$ cat config.mk
export PLATFORM = sky130hd
export DESIGN_NAME = reg_wb_queue
export DESIGN_NICKNAME = d
export VERILOG_FILES = /design/src/rtl/reg_wb_queue_pkg.sv /design/src/rtl/wbq_fwd_match.sv /design/src/rtl/reg_wb_queue.sv
export SDC_FILE = /design/constraint.sdc
export NUM_CORES = 1
export LEC_CHECK = 0
export ABC_AREA = 1
export ABC_CLOCK_PERIOD_IN_PS = 2800
export CORE_MARGIN = 2
export CORE_UTILIZATION = 40
export CTS_BUF_LIST = sky130_fd_sc_hd__clkbuf_8
export DETAILED_ROUTE_END_ITERATION = 6
export HOLD_SLACK_MARGIN = 0.06
export PLACE_DENSITY = 0.59
export SYNTH_ARGS = -nofsm -noshare
export SYNTH_HDL_FRONTEND = slang
export SYNTH_SLANG_ARGS = --single-unit
$ cat constraint.sdc
create_clock -name clk -period 2.8 [get_ports clk]
set_input_delay 0.56 -clock clk [delete_from_list [all_inputs] [get_ports clk]]
set_output_delay 0.56 -clock clk [all_outputs]
set_load 0.01 [all_outputs]
$ cat src/rtl/reg_wb_queue_pkg.sv
// Shared processor definitions for the register-bank write path.
// Holds the register-bank geometry, the default depth of the pending-write
// queue and the {rd, data} record stored in each queue entry.
package reg_wb_queue_pkg;

  localparam int RF_NUM_REGS = 32;
  localparam int RF_ADDR_W   = 5;
  localparam int RF_DATA_W   = 16;
  localparam int WBQ_DEPTH   = 4;

  // One pending register write: destination index plus value.
  typedef struct packed {
    logic [RF_ADDR_W-1:0] rd;
    logic [RF_DATA_W-1:0] data;
  } wb_entry_t;

endpackage

$ cat src/rtl/wbq_fwd_match.sv
// Youngest-wins match over an age-ordered list of pending writes.
// Ports:
//   cand_rd/cand_data/cand_vld : N candidates, index 0 oldest, N-1 youngest
//   idx                        : register index being looked up
//   hit                        : some valid candidate targets idx
//   data                       : value of the youngest such candidate, else 0
module wbq_fwd_match
  import reg_wb_queue_pkg::*;
#(
  parameter int N      = WBQ_DEPTH + 1,
  parameter int ADDR_W = RF_ADDR_W,
  parameter int DATA_W = RF_DATA_W
) (
  input  logic [N-1:0][ADDR_W-1:0] cand_rd,
  input  logic [N-1:0][DATA_W-1:0] cand_data,
  input  logic [N-1:0]             cand_vld,
  input  logic [ADDR_W-1:0]        idx,
  output logic                     hit,
  output logic [DATA_W-1:0]        data
);

  // Scanning oldest to youngest lets a later match overwrite an earlier
  // one, so the youngest matching entry is what remains.
  always_comb begin
    hit  = 1'b0;
    data = '0;
    for (int i = 0; i < N; i++) begin
      if (cand_vld[i] && (cand_rd[i] == idx)) begin
        hit  = 1'b1;
        data = cand_data[i];
      end
    end
  end

endmodule

$ cat src/rtl/reg_wb_queue.sv
// Pending register write-back queue with operand forwarding.
// Results from execute are queued in order and drained one per cycle into
// the register bank through a registered write stage. Operand reads ra/rb
// are matched against every write not yet committed to the bank.
// Ports:
//   clk, rst                     : clock, synchronous active-low reset
//   res_valid/res_ready          : result handshake from execute
//   res_rd/res_data              : offered result destination and value
//   wr_stall                     : bank write port busy, hold the drain
//   we/rd/wd                     : registered write to the register bank
//   ra/rb                        : operand indices read from the bank
//   fwd_a_hit/fwd_a_data (b too) : youngest pending value for ra / rb
//   count                        : entries in the queue (not the write stage)
// The entry record comes from the shared package, so DATA_W and ADDR_W
// must match the package register-bank widths.
module reg_wb_queue
  import reg_wb_queue_pkg::*;
#(
  parameter int DEPTH  = WBQ_DEPTH,
  parameter int DATA_W = RF_DATA_W,
  parameter int ADDR_W = RF_ADDR_W
) (
  input  logic                       clk,
  input  logic                       rst,
  input  logic                       res_valid,
  output logic                       res_ready,
  input  logic [ADDR_W-1:0]          res_rd,
  input  logic [DATA_W-1:0]          res_data,
  input  logic                       wr_stall,
  output logic                       we,
  output logic [ADDR_W-1:0]          rd,
  output logic [DATA_W-1:0]          wd,
  input  logic [ADDR_W-1:0]          ra,
  input  logic [ADDR_W-1:0]          rb,
  output logic                       fwd_a_hit,
  output logic [DATA_W-1:0]          fwd_a_data,
  output logic                       fwd_b_hit,
  output logic [DATA_W-1:0]          fwd_b_data,
  output logic [$clog2(DEPTH):0]     count
);

  localparam int PTR_W = $clog2(DEPTH);
  localparam int CNT_W = PTR_W + 1;
  localparam int NCAND = DEPTH + 1;

  wb_entry_t          mem [DEPTH];
  logic [PTR_W-1:0]   head_p0;
  logic [PTR_W-1:0]   tail_p0;
  logic [CNT_W-1:0]   count_p0;

  logic               vld_p1;
  logic [ADDR_W-1:0]  rd_p1;
  logic [DATA_W-1:0]  wd_p1;

  logic               push;
  logic               pop;

  // Ready depends on registered occupancy only; a pop in the same cycle
  // does not open a slot for the offered result.
  assign res_ready = (count_p0 < CNT_W'(DEPTH));
  assign push      = res_valid && res_ready;
  assign pop       = (count_p0 != '0) && !wr_stall;

  // Stage p0: queue storage. Entries are not reset; occupancy gates their use.
  always_ff @(posedge clk) begin
    if (push) begin
      mem[tail_p0] <= '{rd: res_rd, data: res_data};
    end
  end

  // Pointers wrap naturally because DEPTH is a power of two.
  always_ff @(posedge clk) begin
    if (!rst) begin
      head_p0  <= '0;
      tail_p0  <= '0;
      count_p0 <= '0;
    end else begin
      if (push) tail_p0 <= tail_p0 + 1'b1;
      if (pop)  head_p0 <= head_p0 + 1'b1;
      case ({push, pop})
        2'b10:   count_p0 <= count_p0 + 1'b1;
        2'b01:   count_p0 <= count_p0 - 1'b1;
        default: count_p0 <= count_p0;
      endcase
    end
  end

  // Stage p1: bank write stage. Index and data hold while no write issues.
  always_ff @(posedge clk) begin
    if (!rst) begin
      vld_p1 <= 1'b0;
      rd_p1  <= '0;
      wd_p1  <= '0;
    end else if (pop) begin
      vld_p1 <= 1'b1;
      rd_p1  <= mem[head_p0].rd;
      wd_p1  <= mem[head_p0].data;
    end else begin
      vld_p1 <= 1'b0;
    end
  end

  assign we    = vld_p1;
  assign rd    = rd_p1;
  assign wd    = wd_p1;
  assign count = count_p0;

  // Candidates in age order: slot 0 is the write stage (oldest), then queue
  // entries from head to tail. Only occupied slots are marked valid.
  logic [NCAND-1:0][ADDR_W-1:0] cand_rd;
  logic [NCAND-1:0][DATA_W-1:0] cand_data;
  logic [NCAND-1:0]             cand_vld;

  always_comb begin
    cand_rd      = '0;
    cand_data    = '0;
    cand_vld     = '0;
    cand_rd[0]   = rd_p1;
    cand_data[0] = wd_p1;
    cand_vld[0]  = vld_p1;
    for (int k = 0; k < DEPTH; k++) begin
      cand_rd[k+1]   = mem[head_p0 + PTR_W'(k)].rd;
      cand_data[k+1] = mem[head_p0 + PTR_W'(k)].data;
      cand_vld[k+1]  = (CNT_W'(k) < count_p0);
    end
  end

  wbq_fwd_match #(.N(NCAND), .ADDR_W(ADDR_W), .DATA_W(DATA_W)) u_match_a (
    .cand_rd   (cand_rd),
    .cand_data (cand_data),
    .cand_vld  (cand_vld),
    .idx       (ra),
    .hit       (fwd_a_hit),
    .data      (fwd_a_data)
  );

  wbq_fwd_match #(.N(NCAND), .ADDR_W(ADDR_W), .DATA_W(DATA_W)) u_match_b (
    .cand_rd   (cand_rd),
    .cand_data (cand_data),
    .cand_vld  (cand_vld),
    .idx       (rb),
    .hit       (fwd_b_hit),
    .data      (fwd_b_data)
  );

endmodule

======== Word level (Yosys, flattened, before mapping) ========
Memory sizes are Yosys's and may differ from the RTL's. A register that Yosys moved wholly into a read port is not among the register bits.
Cells that the tools add are included.
storage, ports and cells
  register bits after elaboration ......... 29
  latch bits .............................. 0
  bits in writable memories ............... 84
  ROM bits ................................ 0
  output and inout bits ................... 60
  word-level logic and storage cells ...... 71
  memories ................................ 1
operators by class
  $add $sub $neg .......................... 6
  multiply operators ...................... 0
  divide/modulo/power cells ............... 0
  order comparisons ....................... 5
  equality and inequality tests ........... 12
  shift operators ......................... 0
  multiplexer cells ....................... 26
  bitwise gates (word level) .............. 0
  reduce and logical (&&, ||, !) cells .... 15
memories
  memory  depth  width  read ports  clocked after memory_dff  wr ports  RTL line            RTL
  mem     4      21     4           1                         1         reg_wb_queue.sv:46  wb_entry_t mem [DEPTH];
operators with widths
  cell                                                                 number
  16-bit 2-to-1 mux                                                    10
  5-bit == test                                                        10
  1-bit 2-to-1 mux                                                     13
  1-bit logical AND                                                    12
  1-bit by 3-bit < comparator with 1-bit output, first input constant  2
  2-bit by 3-bit < comparator with 1-bit output, first input constant  2
  3-bit case mux with 2 select lines                                   1
  2-bit by 1-bit adder with 2-bit output, second input constant        2
  2-bit adder, second input constant                                   2
  2-bit 2-to-1 mux                                                     2
  3-bit by 1-bit adder with 3-bit output, second input constant        1
  3-bit < comparator, second input constant                            1
  3-bit nonzero test                                                   1
  3-bit by 1-bit subtractor with 3-bit output, second input constant   1
  2-bit by 1-bit == test with 1-bit output, second input constant      1
  2-bit == test, second input constant                                 1
  2-bit nonzero test                                                   1
  1-bit zero test                                                      1

======== Depth between registers and ports, before layout ========
Gate-level depths: netlist (run 1).
  depth in word-level cells ............... 7
  depth in mapped cells ................... 17
  gate-level depth less buffers ........... 14

======== Cells and area by module ========
Synthesis (run 1) repeated with hierarchy kept, for this count alone.
second synthesis, totals
  cells, all modules ...................... 1,415
  area total of the unflattened synthesis .. 9,027.4 µm²
modules (own cells, without submodules)
  module         times used  cells each  area an instance (µm²)  sequential area each (µm²)
  reg_wb_queue   1           763         6,214.7                 3,143.0
  wbq_fwd_match  2           326         1,406.3                 0.0

======== Least setup slack after synthesis (run 1) ========
No wires, ideal clock.
  kind .................................... input-to-output
  start ................................... in rb[4]
  end ..................................... out fwd_b_data[10]
  arrival time ............................ 1.923 ns
  required time ........................... 2.240 ns
  setup slack ............................. 0.317 ns
  stages .................................. 10
  path through ............................ clkbuf_1 -> o21ai_0 -> nor2_1 -> clkbuf_1 -> nand4_1 -> nand2_1 -> nand3_1 -> nand3_1 -> nand2_1 -> nand2_1
between the ends
  longest elaborated chain between the ends .. 7
  elaborated cells on any way between the ends .. 15
  those cells by class .................... 5 x eq/ne; 5 x mux; 5 x reduce/logical
ends and longest elaborated chain
  what                             RTL line             RTL
  start, declared                  reg_wb_queue.sv:34   input logic [ADDR_W-1:0] rb,
  5-bit == test                    wbq_fwd_match.sv:28  if (cand_vld[i] && (cand_rd[i] == idx)) begin
  1-bit logical AND                wbq_fwd_match.sv:28
  16-bit 2-to-1 mux (4 in series)  wbq_fwd_match.sv:28
  16-bit 2-to-1 mux *              wbq_fwd_match.sv:28
  end, declared                    reg_wb_queue.sv:38   output logic [DATA_W-1:0] fwd_b_data,
Mark *: on every way between the ends. The rest lies on a longest branch, timed or not.

======== Worst setup path after layout (run 1) ========
  start ................................... reg head_p0[0]
  end ..................................... out fwd_a_data[0]
between the ends
  longest elaborated chain between the ends .. 7
  elaborated cells on any way between the ends .. 13
  those cells by class .................... 3 x add/sub; 3 x eq/ne; 3 x mux; 3 x reduce/logical; 1 x memory
ends and longest elaborated chain
  what                                    RTL line                                  RTL
  start, declared                         reg_wb_queue.sv:47                        logic [PTR_W-1:0] head_p0;
  start signal, assigned                  reg_wb_queue.sv:79                        if (pop) head_p0 <= head_p0 + 1'b1;
  2-bit by 1-bit adder with 2-bit output  reg_wb_queue.sv:122, reg_wb_queue.sv:123
  memory read 4 x 21 bit *                --
  5-bit == test                           wbq_fwd_match.sv:28
  1-bit logical AND                       wbq_fwd_match.sv:28
  16-bit 2-to-1 mux (2 in series)         wbq_fwd_match.sv:28
  16-bit 2-to-1 mux *                     wbq_fwd_match.sv:28
  end, declared                           reg_wb_queue.sv:36                        output logic [DATA_W-1:0] fwd_a_data,
Marks and branches as above.

==> results of run 1 <==
worst max-delay path by stage:
stage | endpoint | slack, ns | startpoint
final | fwd_a_data[0] | -0.50 | head_p0[0]
after global routing | fwd_a_data[0] | -0.63 | head_p0[1]
after CTS | fwd_b_data[1] | -0.46 | head_p0[0]
after detailed placement | fwd_a_data[1] | -1.14 | ra[0]
after global placement | fwd_a_data[1] | -1.11 | ra[0]
after floorplan | fwd_b_data[10] | 0.32 | rb[4]
state kept, by name, summed over array words and instances, names as in the netlist, named ones only:
register	count
count	3
head_p0	2
mem	84
rd	5
tail_p0	2
wd	16
we	1
layer usage:
metal	share of wire [%]	routed length, µm
met1	46	15700
met2	43	14600
met3	9.0	3060
met4	1.9	639
met5	0	0
critical path: cells and delay by family, from the launching register on:
| kind | cells | cell delay, ns |
|---|---|---|
| AND/OR/NAND/NOR | 10 | 0.84 |
| AO/OA/AOI/OAI | 1 | 0.18 |
| buffers and inverters | 6 | 0.74 |
| flip-flops | 1 | 0.49 |
cell families after synthesis:
logic type | count (synthesis) | share of synthesized area (%)
XOR/XNOR | 9 | 0.899
adder cells (fa/ha/maj) | 9 | 1.28
buffers and inverters | 182 | 9.83
AND/OR/NAND/NOR | 775 | 38.2
AO/OA/AOI/OAI | 222 | 14.0
flip-flops | 115 | 35.8
Yosys cell counts (all sizes together), types with 2 or more instances:
master	number
a22oi	27
nor2	164
o22ai	3
clkbuf	43
nand3b	2
buf	57
ha	9
clkinv	2
nand2	430
inv	80
a21oi	57
dfxtp	31
nand4	66
nand3	109
xor2	9
o21ai	121
o211ai	13
edfxtp	84
stage by stage:
stage | utilization (%) | TNS, ns | instances
2_1_floorplan | - | 0 | 1312
3_3_place_gp | 49.5 | -25.83 | 1724
3_5_place_dp | 49.5 | -26.12 | 1724
4_1_cts | 52.6 | -12.36 | 1774
5_1_grt | 56.7 | -17.65 | 1800
6_report | 56.7 | -12.99 | 1800
power breakdown:
group / switching (mW) / internal, mW / leakage (nW)
clock: 0.829 / 0.724 / 0.186
combinational: 4.36 / 2.78 / 4.28
sequential: 0.264 / 2.11 / 1.03
total: 5.46 / 5.61 / 5.49
area by class of cell:
cell class | instances | share of cell area, %
clock buffer | 17 | 1.90
timing repair buffer | 275 | 22.1
clock inverter | 15 | 1.20
tap | 280 | 2.85
multi-input combinational | 1016 | 43.7
sequential | 115 | 25.6
inverter | 82 | 2.64
timing repair:
| action | in CTS | in global routing |
|---|---|---|
| endpoints found under the setup margin | 34 | 34 |
| setup buffers | 15 | 16 |
| cloned | 3 | 11 |
| gates resized for setup | 164 | 174 |
| pin swaps | 12 | 42 |
==> qor_table.md, run 1 <==
| Item | Value | Unit |
|:---|:---|:---|
| Global Route met3 Usage | 4.88 | % |
| Worst R2R Path Depth | 8 | - |
| Maximum number of pins on one net before global-route repair | 58 | - |
| Final global-route overflow total | 0 | - |
| Die Ht | 152 | µm |
| Clock transition time at the flip-flop clock pins of the worst setup and hold paths | 0.09 | ns |
| Crit path kind | reg -> out | - |
| Die ar. | 0.0231 | mm² |
| Kind of end point of the critical path | output port | - |
| Data arrival time of the critical path | 2.74 | ns |
| DRC violation total after the first TritonRoute iteration | 1,167 | - |
| Design Power | 11.1 | mW |
| Reg-to-reg critical path startpoint | count[2] | - |
| List of cells traversed by the critical path | inv_8 -> nand2_8 -> inv_8 -> a21oi_4 -> nand2_2 -> nand2_1 -> nand2_1 -> nor2_2 -> buf_4 -> nand3_4 -> clkbuf_16 -> buf_4 -> nor2_2 -> nor2_1 -> nand2_1 -> nand2_2 -> buf_6 | - |
| Cell depth of the worst min-delay path | 2 | - |
| Setup repair after global routing missed its margin | yes | - |
| Maximum level of the CTS H-tree | 4 | - |
| Cell taking the most area after synthesis | edfxtp_1 | - |
| Slew margin rel. | 60.6 | % |
| Hold buffer count at CTS | 0 | - |
| Number of rows created at floorplan | 54 | - |
| Number of warnings issued by yosys | 0 | - |
| Endpoints failing setup | 34 | - |
| Max Cap Violations | 0 | - |
| IR Drop Worst-Case VDD | 407 | µV |
| Main synth FF type | edfxtp_1 | - |
| Sequential cell area fraction in the yosys report | 35.8 | % |
| Worst setup slack for register-to-register paths | 0.83 | ns |
| Top cells by area, synth | edfxtp_1 (29%), nand2_1 (18%), dfxtp_1 (7.1%), o21ai_0 (6.4%), nor2_1 (6.3%) | - |
| TritonCTS sink count | 115 | - |
| Final period util | 118 | % |
| Gr usage total | 27.4 | % |
| Endpoint required time on the critical path | 2.24 | ns |
| Number of synthesized flops with an enable pin | 84 | - |
| Antenna fix cells | 0 | - |
| Number of remaining DRC errors | 0 | - |
| Worst hold slack across all endpoints | 0.553 | ns |
| Via count of the first global-routing pass | 8,559 | - |
| Residual antenna-violating net count after detailed routing | 0 | - |
| Worst hold-check path type | reg -> reg | - |
| Maximum clock rate | 0.303 | GHz |
| Kind of launch point of the worst setup path | register | - |
| Clock tree from TritonCTS | done | - |
| Post-synth cell types | 37 | - |
| Slew at the pin with the worst max-slew slack | 0.589 | ns |
| R2R Path End | count[2] | - |
| Async SR Flop Fraction | 0 | % |
| HP Start | tail_p0[1] | - |
| Failing checks | negative setup slack | - |
| Area grow syn2layout | 40.2 | % |
| Most heavily used metal layer in global routing | met1 | - |
| Core region area | 0.0217 | mm² |
| Final HPWL DP | 22.9 | mm |
| Wire length per cell after detailed routing | 18.9 | µm |
| Clk Tree Root Cell | clkbuf_8 | - |
| Maximum clock path buffer count | 2 | - |
| Commonest non-fill, non-tap cell in the layout | nand2_1 | - |
| Fill cell count | 2,013 | - |
| Hold-critical path endpoint | tail_p0[1] | - |
| Flop and latch count out of synthesis | 115 | - |
| Area of all sequential standard cells | 0.00315 | mm² |
| Clock insertion delay at the later pin of the skew report | 0.46 | ns |
| Routed via count | 9,800 | - |
| PwrDens | 900 | mW/mm² |
| Setup slack at placement | -1.14 | ns |
| Mean area per synthesized cell | 6.69 | µm² |
| GPL Wtd Cong | 0.940 | - |
| Worst setup margin | -0.500 | ns |
| Met1 Track Usage GR | 42.0 | % |
| Share of post-route cells with drive strength above 1 | 27.6 | % |
| Final worst path period need | 3.30 | ns |
| Buffers on Ports | 94 | - |
| Top cell type's share of synthesized area | 28.8 | % |
| Layout net count | 1,551 | - |
| Max incr delay on CP | 0.49 | ns |
| Biggest fanout along the worst timing path | 8 | - |
| Area of the mapped netlist | 0.00877 | mm² |
| Wirelength, routed | 34.0 | mm |
| Clock buffers created by TritonCTS | 17 | - |
| First-pass GRT wire length | 49.5 | mm |
| Horiz. Die Dim | 152 | µm |
| Area taken by multi-input logic gates | 0.00537 | mm² |
| Number of slew-limit violations in the final report | 0 | - |
| Critical path's slowest cell | dfxtp_4 | - |
| Dominant cell type by count on the critical path | nand2_1 | - |
| Most frequent cells in the layout | nand2_1 (358), buf_4 (132), nor2_1 (113) | - |
| Mapped Nets | 1,356 | - |
| Placed instance area | 0.0107 | mm² |
| Leak | 5.49 | nW |
| Global-route track usage on met2 | 40.0 | % |
| Starting Density | 40.4 | % |
| Cells after Synth | 1,312 | - |
| Detailed Routing Iterations Pass 1 | 6 | - |
| Layout Cell Area excl Fill | 0.0123 | mm² |
| Hold violation total from the final report | 0 | - |
| Number of antenna violations at the first check in global routing | 0 | - |
| Vias per inst | 5.44 | - |
| Status | finished, violations left | - |
| Maximum clock skew at final layout | 0.0163 | ns |
| I/O pin cnt | 95 | - |
Power figures use the tool's default switching activity.
==> run 2, diff against run 1 <==
ABC_AREA = 0   (was 1)
CORE_MARGIN = 3   (was 2)
==> run 2 against run 1 <==
  * The flow still finishes with violations (negative setup slack)
  * Final cell count down 38%
  * Final area down 9.9%
  * Sequential cell count unchanged
  * Power down 26%
  * Count of clock-buffer cells in the layout unchanged
  * Fmax down 11%
  * First-iteration DRC count down 45%
  * Clock skew up 0.0042 ns
  * Sequential power about the same
  * Critical path type unchanged
==> qor_table.md, run 2 <==
| Item | Value | Unit | vs previous |
|:---|:---|:---|:---|
| Dominant cell by count in the synthesized netlist | edfxtp_1 | - |  |
| Fin util | 56.8 | % | about the same |
| Vias per inst | 5.81 | - | +6.8% |
| Core region area | 0.0195 | mm² | -10% |
| Setup repair after global routing missed its margin | yes | - |  |
| Maximum level of the CTS H-tree | 4 | - | unchanged |
| Routed via count | 6,512 | - | -34% |
| Endpoint required time on the critical path | 2.24 | ns | about the same |
| Antenna fix cells | 0 | - | unchanged |
| Final period util | 133 | % | +15 points |
| Gr usage total | 23.3 | % | -4.0 points |
| Clock tree from TritonCTS | done | - |  |
| Worst setup slack for register-to-register paths | 0.92 | ns | +0.09 ns |
| Share of post-route cells with drive strength above 1 | 45.5 | % | +18 points |
| Critical path's slowest cell | mux4_2 | - |  |
| Final non-filler cell total | 1,120 | - | -38% |
| Fraction of power spent switching nets | 39.0 | % | -10 points |
| Slew margin rel. | 55.0 | % | -5.6 points |
| Maximum clock rate | 0.269 | GHz | -11% |
| Max reg flops | 84 | - | unchanged |
| Maximum clock path buffer count | 2 | - | unchanged |
| Dominant cell type by count on the critical path | buf_12 | - |  |
| Max Cap Violations | 0 | - | unchanged |
| Cell taking the most area after synthesis | edfxtp_1 | - |  |
| GPL Wtd Cong | 0.862 | - | -8.3% |
| Worst setup margin | -0.914 | ns | -0.414 ns |
| Mapped Nets | 708 | - | -48% |
| Post-synth cell types | 45 | - | +22% |
| Final worst path period need | 3.71 | ns | +0.414 ns |
| Highest routed metal layer | met4 | - |  |
| Number of instances in the placed design | 1,063 | - | -38% |
| Top cells by area, synth | edfxtp_1 (32%), mux4_2 (21%), dfxtp_1 (7.8%), a221oi_1 (3.5%), mux2i_1 (3.4%) | - |  |
| Mean area per synthesized cell | 12.0 | µm² | +80% |
| Buffers on Ports | 94 | - | unchanged |
| I/O pin cnt | 95 | - | unchanged |
| Most frequent cells after synthesis | edfxtp_1 (84), mux4_2 (76), nand2_1 (63), a221oi_1 (32), dfxtp_1 (31) | - |  |
| TritonCTS sink count | 115 | - | unchanged |
| Number of synthesized flops with an enable pin | 84 | - | unchanged |
| Number of slew-limit violations in the final report | 0 | - | unchanged |
| Die Ht | 147 | µm | -3.1% |
| DRT met1 WL | 12.0 | mm | -24% |
| Failing checks | negative setup slack | - |  |
| Horiz. Die Dim | 147 | µm | -3.1% |
| Switching Power | 3.19 | mW | -41% |
| Clock insertion delay at the later pin of the skew report | 0.45 | ns | about the same |
| IR Drop Worst-Case VDD | 375 | µV | -7.9% |
| Share of total power in combinational logic | 51.6 | % | -13 points |
| Clk Tree Root Cell | clkbuf_8 | - |  |
| Wire length per cell after detailed routing | 22.7 | µm | +20% |
| Crit path kind | reg -> out | - |  |
| Clock transition time at the flip-flop clock pins of the worst setup and hold paths | 0.08 | ns | about the same |
| Max incr delay on CP | 0.57 | ns | +0.08 ns |
| Worst hold slack across all endpoints | 0.524 | ns | -0.0292 ns |
| Hold violation total from the final report | 0 | - | unchanged |
| Number of rows created at floorplan | 51 | - | -5.6% |
| Final global-route overflow total | 0 | - | unchanged |
| Met3 wirelength from detailed routing | 1.69 | mm | -45% |
| Data arrival time of the critical path | 3.15 | ns | +0.41 ns |
| Main synth FF type | edfxtp_1 | - |  |
| Part of the total power dissipated in the clock network | 19.5 | % | +5.5 points |
| List of cells traversed by the critical path | buf_6 -> mux4_2 -> xor2_1 -> nor4_2 -> buf_4 -> and2_4 -> buf_12 -> buf_12 -> a221oi_4 -> o311ai_2 -> buf_2 | - |  |
| Starting Density | 40.9 | % | +0.47 points |
| Number of warnings issued by yosys | 0 | - | unchanged |
| Detailed Routing Iterations Pass 1 | 6 | - | unchanged |
| Final HPWL DP | 18.6 | mm | -19% |
| First-pass GRT wire length | 38.9 | mm | -22% |
| Flop and latch count out of synthesis | 115 | - | unchanged |
| Sequential cell area fraction in the yosys report | 39.3 | % | +3.5 points |
| Endpoints failing setup | 34 | - | unchanged |
| Setup slack at placement | -0.981 | ns | +0.156 ns |
| Commonest non-fill, non-tap cell in the layout | buf_4 | - |  |
| Clock buffers created by TritonCTS | 17 | - | unchanged |
| Kind of launch point of the worst setup path | register | - |  |
| Die ar. | 0.0217 | mm² | -6.2% |
| Routed length on met2 | 11.4 | mm | -22% |
| Internal power contribution | 5.00 | mW | -11% |
| Residual antenna-violating net count after detailed routing | 0 | - | unchanged |
| Area grow syn2layout | 38.7 | % |  |
| Cells after Synth | 664 | - | -49% |
| Kind of end point of the critical path | output port | - |  |
| Async SR Flop Fraction | 0 | % | unchanged |
| Top cell type's share of synthesized area | 31.6 | % | +2.8 points |
| Area of the mapped netlist | 0.00799 | mm² | -8.9% |
| Leak | 4.05 | nW | -26% |
| Via count of the first global-routing pass | 6,527 | - | -24% |
| Slew at the pin with the worst max-slew slack | 0.676 | ns | +0.0867 ns |
| Wirelength, routed | 25.5 | mm | -25% |
| DRC violation total after the first TritonRoute iteration | 638 | - | -45% |
| Number of remaining DRC errors | 0 | - | unchanged |
| Layout net count | 886 | - | -43% |
| PwrDens | 739 | mW/mm² | -18% |
| Hold buffer count at CTS | 0 | - | unchanged |
| Maximum number of pins on one net before global-route repair | 50 | - | -14% |
| Maximum clock skew at final layout | 0.0205 | ns | +0.00423 ns |
| Biggest fanout along the worst timing path | 13 | - | +5 |
| Most frequent cells in the layout | buf_4 (119), edfxtp_1 (84), mux4_2 (76) | - |  |
| Total negative setup slack | -27.91 | ns | -14.92 ns |
| Worst hold-check path type | reg -> reg | - |  |
| Top register by number of flip-flops | mem | - |  |
| Sequential Power Share | 28.9 | % | +7.5 points |
| Status | finished, violations left | - |  |
| Number of antenna violations at the first check in global routing | 0 | - | unchanged |
[run 2: final timing paths]
kind / startpoint / to / cells past startpoint
hold / removal: wd[0] / wd[0] / 2
hold reg to reg: wd[0] / wd[0] / 2
setup reg to reg: register / wd[11] / 5
setup / recovery: register / fwd_a_data[7] / 11
[run 2: worst max-delay path: cells and delay by family (launching register included)]
family          cells  cell delay, ns
buf+inv             5            0.76
mux                 1            0.57
compound gates      2            0.37
xor+xnor            1            0.19
simple gates        2            0.38
flops               1            0.42
[run 2: power groups by stage]
stage	clock network, mW	logic, mW	registers [mW]
2_1_floorplan	0	2.49	2.29
3_3_place_gp	0	3.85	2.36
3_5_place_dp	0	3.92	2.38
4_1_cts	1.63	4.14	2.35
5_1_grt	1.72	4.50	2.40
6_report	1.60	4.22	2.37
[run 2: cell families (layout without fill, tap and decap cells)]
family	count (synthesis)	in the layout	synth area share [%]
AO/OA/AOI/OAI	103	103	11.1
AND/OR/NAND/NOR	173	173	10.3
XOR/XNOR	57	57	6.25
adder cells (fa/ha/maj)	9	9	1.41
multiplexers	103	103	24.8
flip-flops	115	115	39.3
buffers and inverters	104	295	6.78
[run 2: per-layer routing]
| metal | vias to the layer above | global-route usage [%] |
|---|---|---|
| met5 | - | 0 |
| met2 | 281 | 34.3 |
| met3 | 31 | 4.16 |
| met1 | 3287 | 36.2 |
| li1 | 2913 | - |
| met4 | 0 | 5.17 |
[run 2: repair_timing]
action	CTS	global route
setup endpoints to repair	34	34
setup buffers	20	4
resized for setup	192	11
cloned	3	0
pin swaps	20	3
[run 2: cell type report]
cell class | count | area (µm²)
Fill cell | 1638 | 8440
Multi-Input combinational cell | 445 | 4930
Sequential cell | 115 | 3150
Timing Repair Buffer | 241 | 2190
Tap cell | 265 | 332
Clock buffer | 17 | 234
Clock inverter | 15 | 168
Inverter | 22 | 82.6
[run 2: metrics by stage]
stage / total power [mW] / cell area [µm²]
after floorplan: 4.78 / 8260
after global placement: 6.21 / 10200
after CTS: 8.13 / 11000
after global routing: 8.62 / 11100
final: 8.19 / 11100
after detailed placement: 6.29 / 10200
